**config.mk**
```make
export PLATFORM = sky130hd
export DESIGN_NAME = fwd_hazard_unit
export DESIGN_NICKNAME = d
export VERILOG_FILES = /design/src/rtl/fwd_hazard_unit.sv
export SDC_FILE = /design/constraint.sdc
export NUM_CORES = 1
export LEC_CHECK = 0
export CORE_MARGIN = 8
export CORE_UTILIZATION = 41
export CTS_BUF_LIST = sky130_fd_sc_hd__clkbuf_16
export DETAILED_ROUTE_END_ITERATION = 6
export PLACE_DENSITY = 0.77
export SETUP_SLACK_MARGIN = 0.2
export SYNTH_ARGS = -nofsm -noshare
export SYNTH_HDL_FRONTEND = slang
export SYNTH_SLANG_ARGS = --single-unit
```
**constraint.sdc**
```tcl
create_clock -name Clock -period 2.8 [get_ports Clock]
set_input_delay 0.56 -clock Clock [delete_from_list [all_inputs] [get_ports Clock]]
set_output_delay 0.56 -clock Clock [all_outputs]
set_load 0.1 [all_outputs]
```
**src/rtl/fwd_hazard_unit.sv**
```systemverilog
// Operand forwarding selects, load/branch hazard detection and multi-cycle EX stall
// control for an in-order pipeline; StallCount tracks cumulative ID stall cycles.
module fwd_hazard_unit #(
  parameter int unsigned AW       = 5,
  parameter int unsigned NSRC     = 2,
  parameter int unsigned MUL_LAT  = 4,
  parameter int unsigned ZERO_REG = 1,
  localparam int unsigned SW      = $clog2(NSRC + 1)
) (
  input  logic                 Clock,
  input  logic                 Reset,
  input  logic [AW-1:0]        ID_RS,
  input  logic [AW-1:0]        ID_RT,
  input  logic [AW-1:0]        EX_RS,
  input  logic [AW-1:0]        EX_RT,
  input  logic                 ID_UseRS,
  input  logic                 ID_UseRT,
  input  logic                 ID_Branch,
  input  logic                 EX_RegWrite,
  input  logic                 EX_MemRead,
  input  logic [AW-1:0]        EX_RegDest,
  input  logic [NSRC-1:0]      SrcRegWrite,
  input  logic [NSRC*AW-1:0]   SrcRegDest,
  input  logic [NSRC-1:0]      SrcLoadPending,
  input  logic                 EX_MulStart,
  input  logic                 Flush,
  output logic [SW-1:0]        EXFwdA,
  output logic [SW-1:0]        EXFwdB,
  output logic [SW-1:0]        IDFwdA,
  output logic [SW-1:0]        IDFwdB,
  output logic                 StallID,
  output logic                 StallEX,
  output logic                 MulBusy,
  output logic [15:0]          StallCount
);

  localparam logic [3:0] CNT_START = 4'(MUL_LAT - 1);

  typedef enum logic {IDLE, MUL_WAIT} state_t;

  state_t     state_q, state_d;
  logic [3:0] cnt_q, cnt_d;

  // Operand is a real register (register 0 is hardwired when ZERO_REG is set).
  function automatic logic live(input logic [AW-1:0] op);
    return !((ZERO_REG != 0) && (op == '0));
  endfunction

  // Youngest writing source wins, so scan from oldest to youngest and let later hits override.
  function automatic logic [SW-1:0] fwd_sel(input logic [AW-1:0] op,
                                            input logic [NSRC-1:0] wr,
                                            input logic [NSRC*AW-1:0] dest);
    logic [SW-1:0] s;
    s = '0;
    for (int k = int'(NSRC) - 1; k >= 0; k--) begin
      if (wr[k] && (dest[k*AW +: AW] == op)) s = SW'(k + 1);
    end
    if (!live(op)) s = '0;
    return s;
  endfunction

  function automatic logic sel_pending(input logic [SW-1:0] sel,
                                       input logic [NSRC-1:0] pend);
    logic p;
    p = 1'b0;
    for (int k = 0; k < int'(NSRC); k++) begin
      if (sel == SW'(k + 1)) p = pend[k];
    end
    return p;
  endfunction

  logic use_a, use_b, ex_hit, load_use, branch_alu, branch_load;

  always_comb begin
    EXFwdA = fwd_sel(EX_RS, SrcRegWrite, SrcRegDest);
    EXFwdB = fwd_sel(EX_RT, SrcRegWrite, SrcRegDest);
    IDFwdA = fwd_sel(ID_RS, SrcRegWrite, SrcRegDest);
    IDFwdB = fwd_sel(ID_RT, SrcRegWrite, SrcRegDest);

    use_a       = ID_UseRS && live(ID_RS);
    use_b       = ID_UseRT && live(ID_RT);
    ex_hit      = (use_a && (EX_RegDest == ID_RS)) || (use_b && (EX_RegDest == ID_RT));
    load_use    = EX_MemRead && EX_RegWrite && ex_hit;
    branch_alu  = ID_Branch && EX_RegWrite && ex_hit;
    branch_load = ID_Branch && ((ID_UseRS && sel_pending(IDFwdA, SrcLoadPending)) ||
                                (ID_UseRT && sel_pending(IDFwdB, SrcLoadPending)));

    StallID = (load_use || branch_alu || branch_load || StallEX) && !Flush;
  end

  // Multi-cycle operation sequencing; flush aborts and takes priority over a new start.
  always_comb begin
    state_d = state_q;
    cnt_d   = cnt_q;
    if (Flush) begin
      state_d = IDLE;
      cnt_d   = 4'd0;
    end else begin
      case (state_q)
        IDLE: begin
          if (EX_MulStart) begin
            state_d = MUL_WAIT;
            cnt_d   = CNT_START;
          end
        end
        MUL_WAIT: begin
          if (cnt_q == 4'd1) begin
            state_d = IDLE;
            cnt_d   = 4'd0;
          end else begin
            cnt_d = cnt_q - 4'd1;
          end
        end
        default: begin
          state_d = IDLE;
          cnt_d   = 4'd0;
        end
      endcase
    end
  end

  always_ff @(posedge Clock or negedge Reset) begin
    if (!Reset) begin
      state_q <= IDLE;
      cnt_q   <= 4'd0;
    end else begin
      state_q <= state_d;
      cnt_q   <= cnt_d;
    end
  end

  assign StallEX = (state_q == MUL_WAIT);
  assign MulBusy = (state_q == MUL_WAIT);

  // Saturating stall statistic, deliberately untouched by flush.
  always_ff @(posedge Clock or negedge Reset) begin
    if (!Reset) begin
      StallCount <= 16'd0;
    end else if (StallID && (StallCount != 16'hFFFF)) begin
      StallCount <= StallCount + 16'd1;
    end
  end

endmodule
```
==> After elaboration in Yosys (flattened, before gate mapping) <==
Cells that the tools add are included.
{ "word_totals": {"output_inout_bits": 27, "ff_bits": 21, "mem_count": 0, "elab_cells": 80, "rom_bits": 0, "latchBits": 0, "in_bits": 48, "ramBits": 0} }
{ "op_classes": {"shift": 0, "magnitude_cmp": 0, "muxes": 24, "addsub": 2, "bitwise_logic": 1, "n_reduce_logical": 33, "eq_ne": 17, "mul": 0, "div_mod_pow": 0} }
{ "op_table": {"columns": ["op", "n"], "rows": [
  ["5-bit == test", 10],
  ["2-bit 2-to-1 mux", 12],
  ["1-bit logical AND", 21],
  ["5-bit logical NOT", 4],
  ["16-bit by 1-bit adder with 16-bit output (second input constant)", 1],
  ["16-bit != test (second input constant)", 1],
  ["4-bit 2-to-1 mux", 3],
  ["4-bit one-hot mux with 2 select lines", 1],
  ["1-bit 2-to-1 mux", 7],
  ["1-bit logical OR", 5],
  ["2-bit by 1-bit == test with 1-bit output (second input constant)", 2],
  ["2-bit == test (second input constant)", 2],
  ["4-bit by 1-bit == test with 1-bit output (second input constant)", 1],
  ["4-bit by 1-bit subtractor with 4-bit output (second input constant)", 1],
  ["1-bit logical NOT", 3],
  ["3-bit != test (second input constant)", 1],
  ["1-bit one-hot mux with 2 select lines", 1],
  ["1-bit inverter", 1]
]} }

==> Depth between registers and ports, before layout <==
{ "depth": {"depth_word": 15, "mapped_depth": 10, "ltp_nobuf": 9} }

==> Worst setup path before layout <==
No wires, ideal clock.
{ "synth_path": {"path_kind": "input port to output port", "start": "in ID_RT[3]", "end": "out StallID", "path_buffers": 0, "arrival_time_ns": 3.088, "required_time_ns": 2.240, "cell_stages": 7, "setup_slack_ns": -0.848, "path_cell_list": "xnor2_1 nand3_1 or4_1 mux2_2 o22ai_2 nor2_2 nor2_1"} }
{ "synth_via": {"elab_chain_len": 14, "word_cells_on_any_way": 26, "cone_classes": "eq/ne: 5; mux: 5; reduce/logical: 16"} }
{ "synth_rtl": {"columns": ["element", "line", "source"], "rows": [
  ["start, declared", "13", "input logic [AW-1:0] ID_RT,"],
  ["5-bit == test", "56", "if (wr[k] && (dest[k*AW +: AW] == op)) s = SW'(k + 1);"],
  ["1-bit logical AND", "56", null],
  ["2-bit 2-to-1 mux (2 in series)", "56", null],
  ["2-bit 2-to-1 mux", "58", "if (!live(op)) s = '0;"],
  ["2-bit by 1-bit == test with 1-bit output", "67", "if (sel == SW'(k + 1)) p = pend[k];"],
  ["1-bit 2-to-1 mux (2 in series)", "67", null],
  ["1-bit logical AND", "86", "(ID_UseRT && sel_pending(IDFwdB, SrcLoadPending)));"],
  ["1-bit logical OR", "85", "branch_load = ID_Branch && ((ID_UseRS && sel_pending(IDFwdA, SrcLoadPending)) ||"],
  ["1-bit logical AND", "85", null],
  ["1-bit logical OR * (2 in series)", "88", "StallID = (load_use || branch_alu || branch_load || StallEX) && !Flush;"],
  ["1-bit logical AND *", "88", null],
  ["end, declared", "31", "output logic StallID,"]
]} }
Every way passes the cells marked *; elsewhere a longest branch is shown, timed or not.

==> Final worst setup path <==
Ends and elaborated chain as after synthesis.

==> flow_metrics.py <==
metrics = {
    "detailed_routing": {
        "via_per_inst": 5.465,
        "drc": 0,
        "drt_iter0_drc": 126,
        "num_vias": 2164,
        "drtAntennaViolNets": 0,
        "drt-pass1-iter-count": 4,
        "routed_wl_mm": 7.670,
        "routedWlPerCell_um": 19.37,
    },
    "min_path": {
        "hold_path.class": "register to register",
    },
    "critical_path": {
        "max_stage_delay_ns": 0.31,
        "crit_fanout": 3,
        "critPathLaunchType": "input pin",
        "crit_path_end_kind": "output pin",
        "critPathKind": "input pin to output pin",
        "slowest_stage": "mux2_4",
        "r2r_setup_slack_ns": 0.42,
        "cp_cell_sequence": "buf_8 > buf_6 > xor2_1 > nor4_1 > and3_2 > mux2_4 > o22ai_4 > nor2_4 > nor2_4 > buf_12",
        "arrival_ns": 2.27,
        "worstPathRequired_ns": 2.24,
        "path_common_cell": "nor2_4",
    },
    "die": {
        "fp.dieArea_um2": 6836,
        "row_count": 24,
        "num_io_pins": 75,
        "core_area_um2": 4324,
        "start_util": 0.4216,
        "die_w_um": 82.68,
        "die_h_um": 82.68,
    },
    "clock_network": {
        "clkLatencyLatePin_ns": 0.26,
        "cts_buffers": 3,
        "clockBufferDepth": 2,
        "htreeDepth": 1,
        "clkSlewWorstSetupHoldPaths_ns": 0.06,
        "cts_tree": "yes",
        "postCtsHoldBufs": 0,
        "root_buffer": "clkbuf_16",
        "clkSinkCount": 21,
    },
    "timing": {
        "slew_violations": 0,
        "finalSetupViolCount": 1,
        "finalSetupTns_ns": -0.02675,
        "final.setup_skew_ns": 0.005708,
        "period_share": 1.010,
        "fin_ws_ns": -0.02675,
        "rsz0062_at_grt": "yes",
        "slew_headroom": 0.5608,
        "fmax_mhz": 353.8,
        "finalHoldViolations": 0,
        "tightestPinTransition_ns": 0.6570,
        "period_minus_slack_ns": 2.827,
    },
    "placement": {
        "postPlaceCellArea_um2": 2965,
        "routabilityCongestion": 0.8311,
        "dp_hpwl_mm": 5.120,
        "portBuffers": 74,
    },
    "final_layout": {
        "syn2layout_area_growth_pct": 86.00,
        "nets": 396,
        "drive_gt1_frac": 0.4186,
        "diodes": 0,
        "utilization": 0.7841,
        "final_area_um2": 3391,
    },
    "synthesis": {
        "ys_seq_elements": 21,
        "netlist_top_cells_count": "xor2_1 (42), dfrtp_1 (21), nand2_1 (21)",
        "yosysTopAreaCell": "dfrtp_1",
        "synth_nets": 262,
        "yosysTopAreaCellShare": 0.2883,
        "synth.most_common_cell": "xor2_1",
        "synth_area_per_cell_um2": 8.640,
        "yosysSeqAreaShare": 0.2883,
        "yosys_warnings": 0,
        "ys_types": 34,
        "postSynth.asyncResetShare": 1.000,
        "syn-instance-count": 211,
        "synth_edf_count": 0,
        "synth_area_leaders": "dfrtp_1 (29%), xor2_1 (20%), xnor2_1 (9.6%)",
        "synth_ff_type": "dfrtp_1",
        "syn-cell-area_um2": 1823,
    },
    "pwr": {
        "switchingPower_mw": 0.7757,
        "peakVddDrop_uv": 356.4,
        "power.leakage_nw": 1.654,
        "intPower_mw": 0.8425,
        "swShare": 0.4794,
        "power.density_nw_per_um2": 477.2,
        "p_comb_frac": 0.546,
        "power.share.clock": 0.197,
        "seq_power_share": 0.257,
    },
    "global_route": {
        "grt-ovfl-total": 0,
        "grt_start_max_net_pins": 22,
        "grt_pass1_vias": 2320,
        "track_usage": 0.2233,
        "grt_antenna_before_repair": 0,
        "grt_pass1_wl_mm": 11.58,
    },
    "status": {
        "status": "finished with violations",
        "violations": "setup timing",
    },
    "job": {
        "cap_violations": 0,
    },
}
-- worst max-delay path: cells and delay by family --
| family | cells | cell delay, ns |
|---|---|---|
| AOI/OAI and AO/OA | 1 | 0.21 |
| xor gates and xnor gates | 1 | 0.14 |
| buffers and inverters | 3 | 0.39 |
| muxes | 1 | 0.31 |
| and+or+nand+nor | 4 | 0.65 |
-- worst paths after layout --
| path | to | depth (start not counted) | startpoint |
|---|---|---|---|
| max | StallID | 10 | ID_RT[3] |
| min reg2reg | StallCount[4]$_DFFE_PN0P_ | 1 | StallCount[4]$_DFFE_PN0P_ |
| min in group asynchronous | StallCount[15]$_DFFE_PN0P_ | 2 | Reset |
| max in group asynchronous | StallCount[13]$_DFFE_PN0P_ | 2 | Reset |
| max reg2reg | StallCount[9]$_DFFE_PN0P_ | 10 | StallCount[3]$_DFFE_PN0P_ |
| min | StallCount[4]$_DFFE_PN0P_ | 1 | StallCount[4]$_DFFE_PN0P_ |
-- cell families (layout without fill, tap and decap cells) --
group / count (synthesis) / after routing / share of synthesized area
buf+inv: 7 / 140 / 0.02471
compound gates: 10 / 10 / 0.03500
xor+xnor: 62 / 62 / 0.2979
flops: 21 / 21 / 0.2883
fa+ha+maj: 3 / 3 / 0.02059
mux: 6 / 6 / 0.03637
simple gates: 102 / 102 / 0.2972
-- power by group through the flow --
stage          logic [mW]  clock network (mW)  registers, mW
2_1_floorplan       0.222                   0          0.688
3_3_place_gp        0.761                   0          0.407
3_5_place_dp        0.777                   0          0.411
4_1_cts             0.851               0.310          0.411
5_1_grt             0.921               0.332          0.422
6_report            0.883               0.319          0.416
-- per-layer routing --
layer  global-route usage  share of wire
met1               0.2318           0.37
met2               0.4180           0.52
met3              0.05303          0.073
met4              0.08966          0.037
met5                    0              0
-- repair_timing --
action                     4_1_cts  5_1_grt
pin swaps                       37       25
gates resized for setup        117       23
setup endpoints to repair       25       20
setup buffers                   17        2
cloned                           1        0
-- sequential cells by signal, summed over array words and instances, names as in the netlist --
| signal | cells |
|---|---|
| StallCount | 16 |
| cnt_q | 4 |
| MulBusy | 1 |
-- placed cells by master (no fill, tap or decap), types with 4 or more instances in the layout --
cell type        Yosys  final
nor2_2               1      7
buf_6                2     13
nand4_1              4      4
nand3_1             11     11
buf_4                1     64
nor3_1              11      9
nor4_2               1      4
nor4_4               1      4
inv_1                4      4
o21ai_0              6      5
dlymetal6s2s_1       0      4
nor2_1              20     12
buf_12               0     11
and3_1               6      6
buf_2                0      8
dlygate4sd2_1        0     12
clkdlybuf4s50_1      0     11
xnor2_1             20     16
xnor2_2              0      4
xor2_1              42     41
nor4_1              12      6
nand2_1             21     20
dfrtp_1             21     21
-- layout make-up --
type                       count  area, um2
clock buffer                   3      75.07
clock inverter                 1      5.005
fill                         261      933.4
inverter                       4      15.01
multi-input combinational    183       1441
sequential                    21      525.5
tap                           52      65.06
timing repair buffer         132       1264
-- per-stage QoR --
step / instances / setup slack (ns) / total power, mW / hold slack [ns]
after floorplan: 211 / -0.07941 / 0.9102 / 0.2644
after global placement: 372 / -0.4647 / 1.168 / 0.4741
after detailed placement: 372 / -0.5148 / 1.188 / 0.4864
after CTS: 394 / -0.006950 / 1.573 / 0.4980
after global routing: 396 / -0.1674 / 1.675 / 0.5306
final: 396 / -0.02675 / 1.618 / 0.5041
Note: power is estimated with default switching activity, not from simulation.
==> edit 1: new RTL, same settings <==
Change the parameter `ZERO_REG` from 1 to 0.
--- a/src/rtl/fwd_hazard_unit.sv
+++ b/src/rtl/fwd_hazard_unit.sv
@@ -6,3 +6,3 @@
   parameter int unsigned MUL_LAT  = 4,
-  parameter int unsigned ZERO_REG = 1,
+  parameter int unsigned ZERO_REG = 0,
   localparam int unsigned SW      = $clog2(NSRC + 1)
Check against the original RTL: not equivalent (Yosys sat finds a counterexample within 4 cycles, from zero or initial values and one cycle with Reset low).
==> edit 1 against the original RTL <==
  * Sequential power fell by 2%
  * Area after synthesis down 1.4%
  * Routed wire length shrank 18%
  * Via count decreased by 13%
  * Worst setup slack improved by 0.23 ns
  * Sequential cell count stayed put
  * Cell area decreased by 7.5%
  * Count of clock-buffer cells in the layout is the same
  * Synthesized cell count decreased by 4.7%
  * Combinational power down 8.0%
  * Global-route usage is 4.5 points lower
  * Total power shrank 5.8%
==> edit 1: results (changes against the original RTL) <==
Root Driver -> clkbuf_16
Number of global-route vias before repair -> 2019 (-13%)
Max-slew headroom -> 0.7028 (+0.1421)
Via-per-instance ratio -> 5.273 (-3.5%)
Routed Wire Length -> 6316 um (-18%)
Routability cong. -> 0.8757 (+5.4%)
Later-pin clock latency in the skew report -> 0.25 ns
Synth warnings -> 0 (unchanged)
Pin count of the biggest net entering global routing -> 22 (unchanged)
Crit-path max cell delay -> 0.39 ns (+0.08 ns)
Clk_skew -> 0.003452 ns (-0.002257 ns)
Post-synth ARST share -> 1.000 (unchanged)
Global-route usage over all layers -> 0.1786 (-0.04476)
Setup TNS -> 0 ns (+0.02675 ns)
Hold Crit Class -> register to register
Worst EP arrival -> 2.04 ns (-0.23 ns)
Fillers -> 296 (+13%)
Max rail drop VDD -> 0.0005139 V (+44%)
Synth unique cells -> 32 (-5.9%)
Global-route wire length before repair -> 9480 um (-18%)
Wire per inst -> 17.59 um (-9.2%)
Initial DRC count -> 77 (-39%)
Cts hold-fix bufs -> 0 (unchanged)
Htree depth -> 1 (unchanged)
Max stage delay cell, worst path -> or3_4
Global route overflow -> 0 (unchanged)
Max reg flops -> 16 (unchanged)
CTS Buffer Depth -> 2 (unchanged)
Drt first pass iters -> 4 (unchanged)
Syn_nets -> 252 (-3.8%)
Antenna violations before repair -> 1 (+1)
Final net count -> 358 (-9.6%)
Family with the most delay on the worst path -> simple AND/OR/NAND/NOR gates
Clk pin slew, worst setup/hold paths -> 0.06 ns (about the same)
IO Port Bufs -> 74 (unchanged)
CTS Buf Count -> 3 (unchanged)
Largest cells by area after synthesis -> dfrtp_1 (29%), xnor2_1 (17%), xor2_1 (13%)
Status -> complete, no violations
Proportion of layout cells with a drive suffix above 1 -> 0.4118 (-0.006840)
Crit path max fanout -> 3 (unchanged)
Placed insts -> 341 (-8.3%)
Lkg Pwr -> 1.356 nW (-18%)
Post-DP HPWL -> 4689 um (-8.4%)
Sequential element share of the synthesized area -> 0.2925 (+0.004216)
Post-synth top cells -> xnor2_1 (35), xor2_1 (27), dfrtp_1 (21), nand2_1 (15)
Average footprint of a synthesized cell -> 8.939 um2 (+3.5%)
Reg with most FFs -> StallCount
## edit 1: cell count changes after synthesis, sizes merged, moves of 4 or more
cell / before / now
xor2: 42 / 27
nand2: 21 / 15
xnor2: 20 / 35
nor4: 14 / 9
nand4: 4 / 11
nor4b: 0 / 4
and3: 7 / 2
nor2: 21 / 12
## edit 1: cells by family after synthesis
kind of cell / synth area share
simple gates: 0.2514
xor+xnor: 0.3022
flops: 0.2925
compound gates: 0.06615
buf+inv: 0.04178
mux: 0.02507
fa+ha+maj: 0.02089
## edit 1: routing by layer
| layer | vias to the layer above | part of all wire | routed length (um) | global-route usage |
|---|---|---|---|---|
| met4 | 0 | 0.027 | 168 | 0.04737 |
| met3 | 11 | 0.065 | 411 | 0.04113 |
| met5 | - | 0 | 0 | 0 |
| met2 | 65 | 0.51 | 3192 | 0.3195 |
| li1 | 913 | - | - | - |
| met1 | 904 | 0.40 | 2543 | 0.2075 |
## edit 1: final timing paths
kind | start | end | slack [ns] | cells after the start
min in group asynchronous | Reset | StallCount[0] | 0.64 | 2
hold / removal | StallCount[9] | StallCount[9] | 0.50 | 1
max in group asynchronous | Reset | StallCount[13] | 1.94 | 2
hold reg to reg | StallCount[9] | StallCount[9] | 0.50 | 1
setup / recovery | ID_RS[3] | StallID | 0.20 | 8
setup reg to reg | MulBusy | StallCount[1] | 0.78 | 5
## edit 1: cell type report
class / count / area [um2] / share of cell area
clock buffer: 3 / 75.07 / 0.02394
tap: 52 / 65.06 / 0.02075
antenna: 1 / 2.502 / 0.0007981
clock inverter: 1 / 5.005 / 0.001596
inverter: 6 / 22.52 / 0.007183
timing repair buffer: 109 / 988.4 / 0.3152
sequential: 21 / 525.5 / 0.1676
multi-input combinational: 166 / 1451 / 0.4629
## edit 1: what timing repair did
item                       CTS  global route
setup endpoints to repair   20             4
buffers inserted             9             4
resized for setup           84            30
pin swaps                   23            26
## edit 1: metrics by stage
stage	setup WS (ns)	cell area, um2
2_1_floorplan	0.06077	1891
3_3_place_gp	-0.1568	2835
3_5_place_dp	-0.1799	2835
4_1_cts	0.2005	3095
5_1_grt	0.1381	3136
6_report	0.2011	3136
## edit 1: power breakdown
part           switching, mW  total, mW  internal, mW
registers             0.0590      0.408         0.349
logic                  0.539      0.812         0.273
clock network          0.113      0.304         0.192
total                  0.711       1.52         0.814
==> edit 2: new RTL, same flow settings <==
Made on the original files. Reset style: synchronous (`Reset`), changed in 2 clocked blocks.
--- a/src/rtl/fwd_hazard_unit.sv
+++ b/src/rtl/fwd_hazard_unit.sv
@@ -121,3 +121,3 @@
 
-  always_ff @(posedge Clock or negedge Reset) begin
+  always_ff @(posedge Clock) begin
     if (!Reset) begin
@@ -135,3 +135,3 @@
   // Saturating stall statistic, deliberately untouched by flush.
-  always_ff @(posedge Clock or negedge Reset) begin
+  always_ff @(posedge Clock) begin
     if (!Reset) begin
Behaviour: differs if Reset is asserted again (counterexample within 4 cycles, from zero or initial values and one cycle with Reset low); with Reset held inactive, the same outputs for 10 cycles.
==> edit 2 against the original RTL <==
  * The flow still finishes with violations (setup timing)
  * Area after synthesis is 0.89% higher
  * Worst setup slack worse by 0.069 ns
  * Cell area increased by 9.8%
  * Maximum frequency fell by 2.4%
  * Core utilization is 7.7 points higher
  * Routed wire length is 19% higher
  * Clock skew decreased by 0.0042 ns
  * Die area grew 0.71%
  * Sequential cell count did not move
  * Cell count up 9.3%
  * Critical path type unchanged
Power is not compared: it rests on default switching activity, and its combinational part moved more than twofold at a synthesized area within 25%.
==> edit 2: results (changes against the original RTL) <==
Sequential element share of the synthesized area -> 0.2286 (-0.05969)
Clk_skew -> 0.001484 ns (-0.004224 ns)
Setup violators final -> 4 (+3)
Status -> complete, but fails checks
Setup slack after layout -> -0.09574 ns (-0.06899 ns)
Max stage delay cell, worst path -> nor4_4
Met2 wire len -> 4430 um (+11%)
Hold path startpoint -> StallCount[8]
Wire per inst -> 21.14 um (+9.1%)
Final net count -> 431 (+8.8%)
Crit path max fanout -> 4 (+1)
Failing checks -> setup timing
Syn_nets -> 283 (+8.0%)
Synth unique cells -> 41 (+21%)
Pin count of the biggest net entering global routing -> 17 (-23%)
Setup TNS -> -0.2678 ns (-0.2410 ns)
Global-route wire length before repair -> 11120 um (-4.0%)
Wl on met1 -> 3500 um (+23%)
Worst slack at placement -> -0.4708 ns (+0.04399 ns)
Drt first pass iters -> 6 (+2)
Largest cells by area after synthesis -> dfxtp_1 (23%), xnor2_1 (13%), xor2_1 (10%)
Max-slew headroom -> 0.5902 (+0.02939)
Proportion of layout cells with a drive suffix above 1 -> 0.5092 (+0.09063)
Post-synth top cells -> xnor2_1 (28), xor2_1 (22), dfxtp_1 (21), a21oi_1 (16), nor2_1 (16)
Global-route usage over all layers -> 0.1884 (-0.03491)
Routability cong. -> 0.9395 (+13%)
[edit 2: changes by cell type in the layout (fill, tap and decap cells not counted), moves of 5 or more]
cell and delta:
xor2_1 -26, dfrtp_1 -21, a21oi_2 +6, o21ai_1 +5
dfxtp_2 +7, dfxtp_1 +12, a21oi_1 +9, dlygate4sd2_1 -5
buf_4 +20, inv_1 +6, nand2_1 -8, xor2_2 +6
or3_1 +6
[edit 2: worst min-delay path, cell delays in order (launching register included)]
cell	delay, ns
dfxtp_2	0.33
o21ai_1	0.07
a21oi_1	0.07
[edit 2: final cells by class]
class	count	area, um2	share of cell area
clock buffers	3	75.07	0.02016
multi-input cells	194	1687	0.4530
flip-flops and latches	21	436.7	0.1173
clock inverters	1	3.754	0.001008
well taps	52	65.06	0.01747
diodes	2	5.005	0.001344
repair buffers	151	1418	0.3807
inverters	9	33.78	0.009073
[edit 2: worst paths after layout]
| path | endpoint | slack, ns | cells past startpoint |
|---|---|---|---|
| setup / recovery | StallID | -0.1 | 9 |
| hold / removal | StallCount[8] | 0.51 | 2 |
| setup reg to reg | StallCount[1] | 0.23 | 10 |
| hold reg to reg | StallCount[8] | 0.51 | 2 |
[edit 2: logic make-up after synthesis]
family          Yosys count  share of synthesized area
xor+xnor                 52                     0.2558
compound gates           38                     0.1238
flops                    21                     0.2286
mux                       3                    0.01633
buf+inv                  17                    0.05169
fa+ha+maj                 3                    0.02041
simple gates             98                     0.3034
[edit 2: timing repair]
action,4_1_cts,5_1_grt
endpoints found under the setup margin,25,24
pin swaps,38,49
gates cloned,0,1
resized for setup,101,91
hold endpoints to repair,0,0
setup buffers,10,8
[edit 2: report_power, final]
| group | internal (mW) | switching (mW) | leakage (nW) |
|---|---|---|---|
| combinational | 0.217 | 0.206 | 1.40 |
| sequential | 0.301 | 0.00621 | 0.175 |
| clock | 0.190 | 0.109 | 0.0423 |
[edit 2: layer usage]
layer / up-vias / global-route usage
li1: 1126 / -
met1: 1229 / 0.2370
met2: 166 / 0.3076
met3: 53 / 0.04004
met4: 0 / 0.06550
met5: - / 0
[edit 2: stage by stage]
| step | std cells | instance area, um2 | utilization |
|---|---|---|---|
| after floorplan | 232 | 1863 | - |
| after global placement | 408 | 3100 | 0.7170 |
| after detailed placement | 408 | 3100 | 0.7170 |
| after CTS | 422 | 3291 | 0.7610 |
| after global routing | 433 | 3724 | 0.8611 |
| final | 433 | 3724 | 0.8611 |
